==> src/rtl/fetch_sequencer.sv <==
// Instruction fetch sequencer: IDLE/FETCH/HALTED control with a held-request memory
// handshake, branch redirects and a latest-wins pending branch target.
module fetch_sequencer #(
  parameter int unsigned STEP     = 4,
  parameter logic [7:0]  RESET_PC = 8'h00
) (
  input  logic       clk,
  input  logic       rst_n,
  input  logic       start,
  input  logic       halt,
  input  logic       br_valid,
  input  logic [7:0] br_target,
  input  logic       mem_ready,
  input  logic [7:0] mem_rdata,
  output logic       mem_req,
  output logic [7:0] pc,
  output logic [7:0] instr,
  output logic       instr_valid,
  output logic [1:0] state_o
);

  typedef enum logic [1:0] {
    IDLE   = 2'b00,
    FETCH  = 2'b01,
    HALTED = 2'b10
  } state_t;

  localparam logic [7:0] STEP_B = 8'(STEP);

  state_t     state_reg;
  logic [7:0] pc_reg;
  logic [7:0] instr_reg;
  logic       instr_valid_reg;
  logic       mem_req_reg;
  logic [7:0] pend_target_reg;
  logic       pend_valid_reg;

  always_ff @(posedge clk) begin
    if (!rst_n) begin
      state_reg       <= IDLE;
      pc_reg          <= RESET_PC;
      instr_reg       <= 8'h00;
      instr_valid_reg <= 1'b0;
      mem_req_reg     <= 1'b0;
      pend_target_reg <= 8'h00;
      pend_valid_reg  <= 1'b0;
    end else begin
      instr_valid_reg <= 1'b0;
      case (state_reg)
        FETCH: begin
          if (mem_ready) begin
            instr_reg       <= mem_rdata;
            instr_valid_reg <= 1'b1;
            // A same-cycle branch beats an older pending one.
            if (br_valid)            pc_reg <= br_target;
            else if (pend_valid_reg) pc_reg <= pend_target_reg;
            else                     pc_reg <= pc_reg + STEP_B;
            pend_valid_reg  <= 1'b0;
            if (halt) begin
              state_reg   <= HALTED;
              mem_req_reg <= 1'b0;
            end
          end else if (br_valid) begin
            // Request is outstanding: pc must stay put, so park the redirect.
            pend_target_reg <= br_target;
            pend_valid_reg  <= 1'b1;
          end
        end
        IDLE, HALTED: begin
          if (br_valid) begin
            pc_reg         <= br_target;
            pend_valid_reg <= 1'b0;
          end
          if (halt) begin
            state_reg   <= HALTED;
            mem_req_reg <= 1'b0;
          end else if (start) begin
            state_reg   <= FETCH;
            mem_req_reg <= 1'b1;
          end
        end
        default: begin
          state_reg   <= IDLE;
          mem_req_reg <= 1'b0;
        end
      endcase
    end
  end

  assign mem_req     = mem_req_reg;
  assign pc          = pc_reg;
  assign instr       = instr_reg;
  assign instr_valid = instr_valid_reg;
  assign state_o     = state_reg;

endmodule
==> config.mk <==
export PLATFORM = sky130hd
export DESIGN_NAME = fetch_sequencer
export DESIGN_NICKNAME = d
export VERILOG_FILES = /design/src/rtl/fetch_sequencer.sv
export SDC_FILE = /design/constraint.sdc
export NUM_CORES = 1
export LEC_CHECK = 0
export CAP_MARGIN = 25
export CORE_MARGIN = 8
export CORE_UTILIZATION = 48
export DETAILED_ROUTE_END_ITERATION = 7
export PLACE_DENSITY = 0.89
export SLEW_MARGIN = 0
export SYNTH_ARGS = -nofsm -noshare
export SYNTH_HDL_FRONTEND = slang
export SYNTH_SLANG_ARGS = --single-unit
==> constraint.sdc <==
create_clock -name clk -period 3.9 [get_ports clk]
set_input_delay 0.585 -clock clk [delete_from_list [all_inputs] [get_ports clk]]
set_output_delay 0.585 -clock clk [all_outputs]
set_load 0.03 [all_outputs]
==> flow_metrics.env, run 1 <==
export IMPL_crit_fanout=15
export IMPL_cp_data_required_time_ps=3310
export IMPL_cp_slowest_stage_delay_ps=770
export IMPL_overflow=0
export IMPL_gp_congestion=0.815
export IMPL_fin_area_um2=1780
export IMPL_crit_buf_inv=1
export IMPL_cts_max_path_buffers=2
export IMPL_place_ws_ps=1550
export IMPL_regArea_um2=581
export IMPL_cts_buffers=5
export IMPL_timing_hold_ws_ps=502
export IMPL_multi_input_area_um2=663
export IMPL_cts_tree="done"
export IMPL_power_density_nw_per_um2=368
export IMPL_hpwl_um=2420
export IMPL_power_leakage_nw=0.695
export IMPL_layout_drive_gt1_share_pct=6.42
export IMPL_layout_common_cells="41 x clkdlybuf4s50_1, 29 x dfxtp_1, 24 x nor2_1, 17 x mux2i_1, 12 x nand2_1"
export IMPL_nNetsFinal=209
export IMPL_crit_family="buffers and inverters"
export IMPL_status="finished, final reports clean"
export IMPL_die_w_um=67.8
export IMPL_wirelength_um=3230
export IMPL_min_period_over_period_pct=58.5
export IMPL_relSlewSlack_pct=50.6
export IMPL_port_buffers=41
export IMPL_crit_type="reg2out"
export IMPL_rsz0062_at_grt="false"
export IMPL_synth_cell_types=30
export IMPL_worstMarginPinSlew_ps=740
export IMPL_synth_nets=168
export IMPL_timing_final_setup_violations=0
export IMPL_hp_class="reg2reg"
export IMPL_final_cells=218
export IMPL_grt_pass1_wl_um=5240
export IMPL_dp_cells=210
export IMPL_synth_warnings=0
export IMPL_area_delta_synth_final_pct=37.8
export IMPL_track_usage_pct=14.9
export IMPL_skew_ps=6.13
export IMPL_finalSetupTns_ps=0
export IMPL_io_pins=42
export IMPL_cp_cell_sequence="clkdlybuf4s50_1"
export IMPL_vdd_ir_drop_max_mv=0.300
export IMPL_final_max_slew_viol_count=0
export IMPL_dieArea_um2=4600
export IMPL_drv_cap=0
export IMPL_initialDrtViolationCount=58
export IMPL_worstSetupStartpointType="flip-flop"
export IMPL_final_common_cell="clkdlybuf4s50_1"
export IMPL_path_clk_slew_ps=90
export IMPL_start_util_pct=48.4
export IMPL_clock_latency_ps=330
export IMPL_power_mw=0.655
export IMPL_crit_slowest_cell="clkdlybuf4s50_1"
export IMPL_cts_hold_buf=0
export IMPL_vias=1199
export IMPL_n_antenna_cell=0
export IMPL_fp_row_count=19
export IMPL_synth_area_per_cell_um2=8.90
export IMPL_ys_seq_area_share_pct=45.0
export IMPL_ant_nets=0
export IMPL_nFillCells=211
export IMPL_drt_pass1_iter_count=4
export IMPL_timing_final_ws_setup_ps=1620
export IMPL_antenna_found_initial=0
export IMPL_viasPerCell=5.50
export IMPL_arrival_ps=1700
export IMPL_end_kind="primary output"
export IMPL_fin_util_pct=66.8
export IMPL_post_cts_resized=0
export IMPL_ys_ff_latch=29
export IMPL_fmax_mhz=438
export IMPL_placed_cell_area_um2=1710
export IMPL_h_tree_depth=2
export IMPL_grt_pass1_vias=1200
export IMPL_syn_inst=145
export IMPL_drc=0
export IMPL_post_cts_buffers=0
export IMPL_grt_max_degree=26
export IMPL_period_minus_slack_ps=2280
export IMPL_die_y_um=67.8
export IMPL_hold_viol_final=0
export IMPL_syn_area_um2=1290
export IMPL_cts_root_buffer="clkbuf_4"
export IMPL_cts_num_sinks=29
export IMPL_core_area_um2=2660
export IMPL_drt_wirelength_per_cell_um=14.8
[path summary, 6_finish.rpt]
kind                            from                  to  slack [ps]  cells after the start
hold reg to reg   pend_target_reg[7]  pend_target_reg[7]         500                      2
setup / recovery          state_o[0]          state_o[0]        1620                      1
hold / removal    pend_target_reg[7]  pend_target_reg[7]         500                      2
setup reg to reg          state_o[0]  pend_target_reg[6]        1970                      4
[layer usage]
metal	up-vias	global-route usage (%)	wire length, um
met3	7	6.87	257
met2	38	24.9	1600
li1	592	-	-
met1	562	16.2	1320
met4	0	5.88	48
met5	-	0	0
[power by group]
part / total, mW / internal [mW] / switching [mW]
clock network: 0.210 / 0.104 / 0.105
logic: 0.119 / 0.0588 / 0.0599
registers: 0.326 / 0.309 / 0.0172
[worst reg2reg max path, delay by kind of cell, from the launching register on]
| kind | cells | cell delay [ps] |
|---|---|---|
| and+or+nand+nor | 3 | 920 |
| muxes | 1 | 280 |
| DFF | 1 | 610 |
[kinds of logic (layout without fill, tap and decap cells)]
kind of cell / Yosys count / in the layout / share of synthesized area [%]
simple gates: 53 / 53 / 19.1
flops: 29 / 29 / 45.0
mux: 19 / 19 / 14.9
fa+ha+maj: 1 / 1 / 0.970
xor+xnor: 3 / 3 / 2.04
buf+inv: 11 / 53 / 3.59
compound gates: 29 / 29 / 14.4
[cell usage after synthesis]
master    instances  share of area, %
a21oi_1           8               3.1
a311oi_1          2               1.4
a31oi_1           5               2.4
a32oi_1           1              0.68
and2_1            1              0.49
buf_2             4               1.6
clkbuf_1          3              0.87
dfxtp_1          29                45
ha_1              1              0.97
inv_1             4               1.2
mux2_2            2               1.7
mux2i_1          17                13
nand2_1          12               3.5
nand2b_1          4               1.9
nand3_1           3               1.2
nand3_2           1              0.78
nand3b_1          1              0.58
nand4b_1          1              0.68
nor2_1           24               7.0
nor2b_1           2              0.97
nor3_1            1              0.39
nor3b_1           1              0.58
o211ai_1          5               2.9
o21ai_0           5               1.9
o21ai_2           1              0.68
o21bai_1          1              0.58
o22a_1            1              0.68
or2_0             1              0.49
or4_1             1              0.58
xnor2_1           3               2.0
[cell type report]
class / count / share of cell area [%]
Clock inverter: 1 / 0.281
Multi-Input combinational cell: 105 / 37.3
Clock buffer: 7 / 3.66
Sequential cell: 29 / 32.7
Inverter: 4 / 0.844
Timing Repair Buffer: 41 / 23.1
Tap cell: 31 / 2.18
No activity file was read; power rests on OpenSTA's default activity.
==> run 2, diff against run 1 <==
CORE_UTILIZATION = 45   (was 48)
PLACE_DENSITY = 0.84   (was 0.89)
clock period = 2.3 ns   (was 3.9 ns; I/O delays follow)
==> flow_metrics.env, run 2 (synthesized netlist as in run 1, its figures left out) <==
export IMPL_power_density_nw_per_um2=585
export IMPL_hold_end="pend_target_reg[5]"
export IMPL_gp_congestion=0.830
export IMPL_post_cts_resized=0
export IMPL_final_max_slew_viol_count=0
export IMPL_drc=0
export IMPL_fmax_mhz=495
export IMPL_grt_pass1_wl_um=5510
export IMPL_worstMarginPinSlew_ps=523
export IMPL_cp_data_required_time_ps=1960
export IMPL_n_antenna_cell=0
export IMPL_ff2ff_setup_slack_ps=450
export IMPL_relSlewSlack_pct=65.1
export IMPL_use_met3_pct=8.30
export IMPL_use_met2_pct=21.8
export IMPL_drv_cap=0
export IMPL_start_util_pct=47.2
export IMPL_drt_pass1_iter_count=4
export IMPL_r2r_end="pend_target_reg[2]"
export IMPL_nFillCells=234
export IMPL_holdPathStages=2
export IMPL_worstSetupStartpointType="flip-flop"
export IMPL_port_buffers=41
export IMPL_cts_tree="done"
export IMPL_dieArea_um2=4840
export IMPL_busiest_layer="met2"
export IMPL_die_w_um=69.5
export IMPL_cts_hold_buf=0
export IMPL_area_delta_synth_final_pct=38.1
export IMPL_cp_slowest_stage_delay_ps=760
export IMPL_place_ws_ps=268
export IMPL_viasPerCell=5.40
export IMPL_period_minus_slack_ps=2020
export IMPL_layout_drive_gt1_share_pct=7.37
export IMPL_end_kind="primary output"
export IMPL_multi_input_area_um2=663
export IMPL_r2r_cells=4
export IMPL_drt_wirelength_per_cell_um=14.6
export IMPL_vdd_ir_drop_max_mv=0.503
export IMPL_die_y_um=69.5
export IMPL_h_tree_depth=2
export IMPL_rsz0062_at_grt="false"
export IMPL_r2r_start="state_o[0]"
export IMPL_overflow=0
export IMPL_status="finished, final reports clean"
export IMPL_initialDrtViolationCount=86
export IMPL_skew_ps=12.4
export IMPL_finalSetupTns_ps=0
export IMPL_crit_type="reg2out"
export IMPL_ant_nets=0
export IMPL_post_cts_buffers=0
export IMPL_crit_fanout=15
export IMPL_layout_common_cells="41 x clkdlybuf4s50_1, 29 x dfxtp_1, 24 x nor2_1, 17 x mux2i_1, 12 x nand2_1"
export IMPL_regArea_um2=581
export IMPL_final_common_cell="clkdlybuf4s50_1"
export IMPL_power_leakage_nw=0.700
export IMPL_cts_num_sinks=29
export IMPL_cp_cell_sequence="clkdlybuf4s50_1"
export IMPL_vias=1193
export IMPL_crit_family="buffers and inverters"
export IMPL_timing_final_ws_setup_ps=278
export IMPL_cts_buffers=5
export IMPL_path_clk_slew_ps=80
export IMPL_timing_hold_ws_ps=502
export IMPL_crit_slowest_cell="clkdlybuf4s50_1"
export IMPL_clock_latency_ps=320
export IMPL_grtUsageMet1_pct=14.0
export IMPL_fin_util_pct=65.2
export IMPL_wirelength_um=3220
export IMPL_cts_max_path_buffers=2
export IMPL_nNetsFinal=212
export IMPL_timing_final_setup_violations=0
export IMPL_core_area_um2=2730
export IMPL_min_delay_start="pend_target_reg[5]"
export IMPL_arrival_ps=1680
export IMPL_grt_max_degree=26
export IMPL_hold_viol_final=0
export IMPL_min_period_over_period_pct=87.9
export IMPL_hpwl_um=2500
export IMPL_track_usage_pct=13.5
export IMPL_fp_row_count=19
export IMPL_hp_class="reg2reg"
export IMPL_io_pins=42
export IMPL_antenna_found_initial=0
export IMPL_grt_pass1_vias=1245
export IMPL_crit_buf_inv=1
export IMPL_cts_root_buffer="clkbuf_4"
-- run 2: cell count changes in the layout (fill, tap and decap cells not counted) --
cell / before / now
buf_4: 0 / 3
clkbuf_8: 2 / 0
clkbuf_1: 0 / 1
clkinv_2: 1 / 2
-- run 2: cell type report --
cell class / instances / area share (%)
inverter: 4 / 0.843
sequential: 29 / 32.6
multi-input combinational: 105 / 37.2
timing repair buffer: 44 / 24.3
clock buffer: 6 / 2.32
clock inverter: 2 / 0.562
tap: 31 / 2.18
-- run 2: routing by layer --
layer / vias to the layer above / share of wire [%]
met5: - / 0
met2: 49 / 48
li1: 593 / -
met1: 545 / 40
met3: 6 / 11
met4: 0 / 0.75
-- run 2: how the worst max path moves through the flow --
stage	from	to	slack, ps	depth (start not counted)
6_report	state_o[0]	state_o[0]	280	1
5_1_grt	state_o[0]	state_o[0]	180	1
4_1_cts	state_o[0]	state_o[0]	280	1
3_5_place_dp	mem_ready	pend_target_reg[2]	270	5
3_3_place_gp	mem_ready	pend_target_reg[4]	360	5
2_1_floorplan	pc[2]	pc[3]	670	5
-- run 2: power breakdown --
group | switching [mW] | total, mW | internal [mW]
Sequential | 0.0292 | 0.553 | 0.524
Clock | 0.168 | 0.285 | 0.116
Combinational | 0.102 | 0.204 | 0.102
-- run 2: stage by stage --
step | instance area, um^2 | std cells | power (mW)
final | 1780 | 221 | 1.04
after global routing | 1780 | 221 | 1.10
after CTS | 1780 | 221 | 1.05
after detailed placement | 1730 | 213 | 0.769
after global placement | 1730 | 213 | 0.762
after floorplan | 1290 | 145 | 0.669
==> run 3, diff against run 2 <==
GPL_TIMING_DRIVEN = 0   (was not set)
==> flow_metrics.env, run 3 (synthesized netlist as in run 1, its figures left out) <==
export IMPL_grt_pass1_vias=1166
export IMPL_min_period_over_period_pct=79.7
export IMPL_cts_root_buffer="clkbuf_4"
export IMPL_cts_hold_buf=0
export IMPL_die_y_um=69.5
export IMPL_n_antenna_cell=0
export IMPL_drt_pass1_iter_count=4
export IMPL_antenna_found_initial=0
export IMPL_fmax_mhz=545
export IMPL_clock_latency_ps=320
export IMPL_core_area_um2=2730
export IMPL_place_ws_ps=384
export IMPL_die_w_um=69.5
export IMPL_port_buffers=41
export IMPL_layout_drive_gt1_share_pct=7.73
export IMPL_h_tree_depth=2
export IMPL_overflow=0
export IMPL_cts_buffers=5
export IMPL_drc=0
export IMPL_power_density_nw_per_um2=584
export IMPL_relSlewSlack_pct=67.0
export IMPL_worstSetupStartpointType="flip-flop"
export IMPL_final_common_cell="clkdlybuf4s50_1"
export IMPL_drt_wirelength_per_cell_um=14.7
export IMPL_wirelength_um=3320
export IMPL_crit_family="buffers and inverters"
export IMPL_grt_max_degree=11
export IMPL_end_kind="primary output"
export IMPL_placed_cell_area_um2=1740
export IMPL_final_max_slew_viol_count=0
export IMPL_initialDrtViolationCount=73
export IMPL_dieArea_um2=4840
export IMPL_hold_viol_final=0
export IMPL_power_mw=1.05
export IMPL_timing_hold_ws_ps=497
export IMPL_rsz0062_at_grt="false"
export IMPL_cp_slowest_stage_delay_ps=720
export IMPL_nNetsFinal=216
export IMPL_hpwl_um=2550
export IMPL_crit_buf_inv=1
export IMPL_vdd_ir_drop_max_mv=0.451
export IMPL_cts_num_sinks=29
export IMPL_skew_ps=11.9
export IMPL_crit_fanout=8
export IMPL_start_util_pct=47.2
export IMPL_post_cts_buffers=0
export IMPL_track_usage_pct=13.7
export IMPL_gp_congestion=0.822
export IMPL_final_cells=225
export IMPL_timing_final_setup_violations=0
export IMPL_post_cts_resized=0
export IMPL_path_clk_slew_ps=90
export IMPL_drv_cap=0
export IMPL_ant_nets=0
export IMPL_viasPerCell=5.48
export IMPL_status="finished, final reports clean"
export IMPL_dp_cells=217
export IMPL_hp_class="reg2reg"
export IMPL_fin_util_pct=65.5
export IMPL_crit_type="reg2out"
export IMPL_area_delta_synth_final_pct=38.8
export IMPL_cp_cell_sequence="clkdlybuf4s50_1"
export IMPL_arrival_ps=1490
export IMPL_timing_final_ws_setup_ps=467
export IMPL_grt_pass1_wl_um=5490
export IMPL_layout_common_cells="41 x clkdlybuf4s50_1, 29 x dfxtp_1, 24 x nor2_1, 17 x mux2i_1, 12 x nand2_1"
export IMPL_period_minus_slack_ps=1830
export IMPL_worstMarginPinSlew_ps=496
export IMPL_cts_tree="done"
export IMPL_vias=1233
export IMPL_cp_data_required_time_ps=1960
export IMPL_nFillCells=232
export IMPL_crit_slowest_cell="clkdlybuf4s50_1"
export IMPL_fp_row_count=19
export IMPL_fin_area_um2=1790
export IMPL_finalSetupTns_ps=0
export IMPL_cts_max_path_buffers=2
export IMPL_io_pins=42
export IMPL_power_leakage_nw=0.707
[run 3: report_power, final]
| part | internal, mW | leakage [nW] | switching [mW] |
|---|---|---|---|
| sequential | 0.524 | 0.237 | 0.0233 |
| clock | 0.116 | 0.0320 | 0.171 |
| combinational | 0.102 | 0.439 | 0.108 |
[run 3: area by class of cell]
type	instances	area [um^2]	share of cell area, %
clock buffers	6	41.3	2.31
inverters	4	15.0	0.839
repair buffers	41	410	22.9
plain buffers	7	31.3	1.75
well taps	31	38.8	2.17
clock inverters	2	10.0	0.559
flip-flops and latches	29	581	32.4
multi-input cells	105	663	37.0
[run 3: path summary, 6_finish.rpt]
kind | start | endpoint | slack (ps) | cells after the start
worst max-delay path | state_o[1] | state_o[1] | 470 | 1
worst min-delay path | pend_target_reg[5] | pend_target_reg[5] | 500 | 2
worst max register to register | state_o[0] | pend_target_reg[0] | 790 | 5
worst min register to register | pend_target_reg[5] | pend_target_reg[5] | 500 | 2
[run 3: routing by layer]
metal	up-vias	GRT usage, %	wire length [um]
met2	47	21.0	1530
li1	601	-	-
met5	-	0	0
met3	12	6.29	278
met1	573	15.2	1410
met4	0	7.74	95
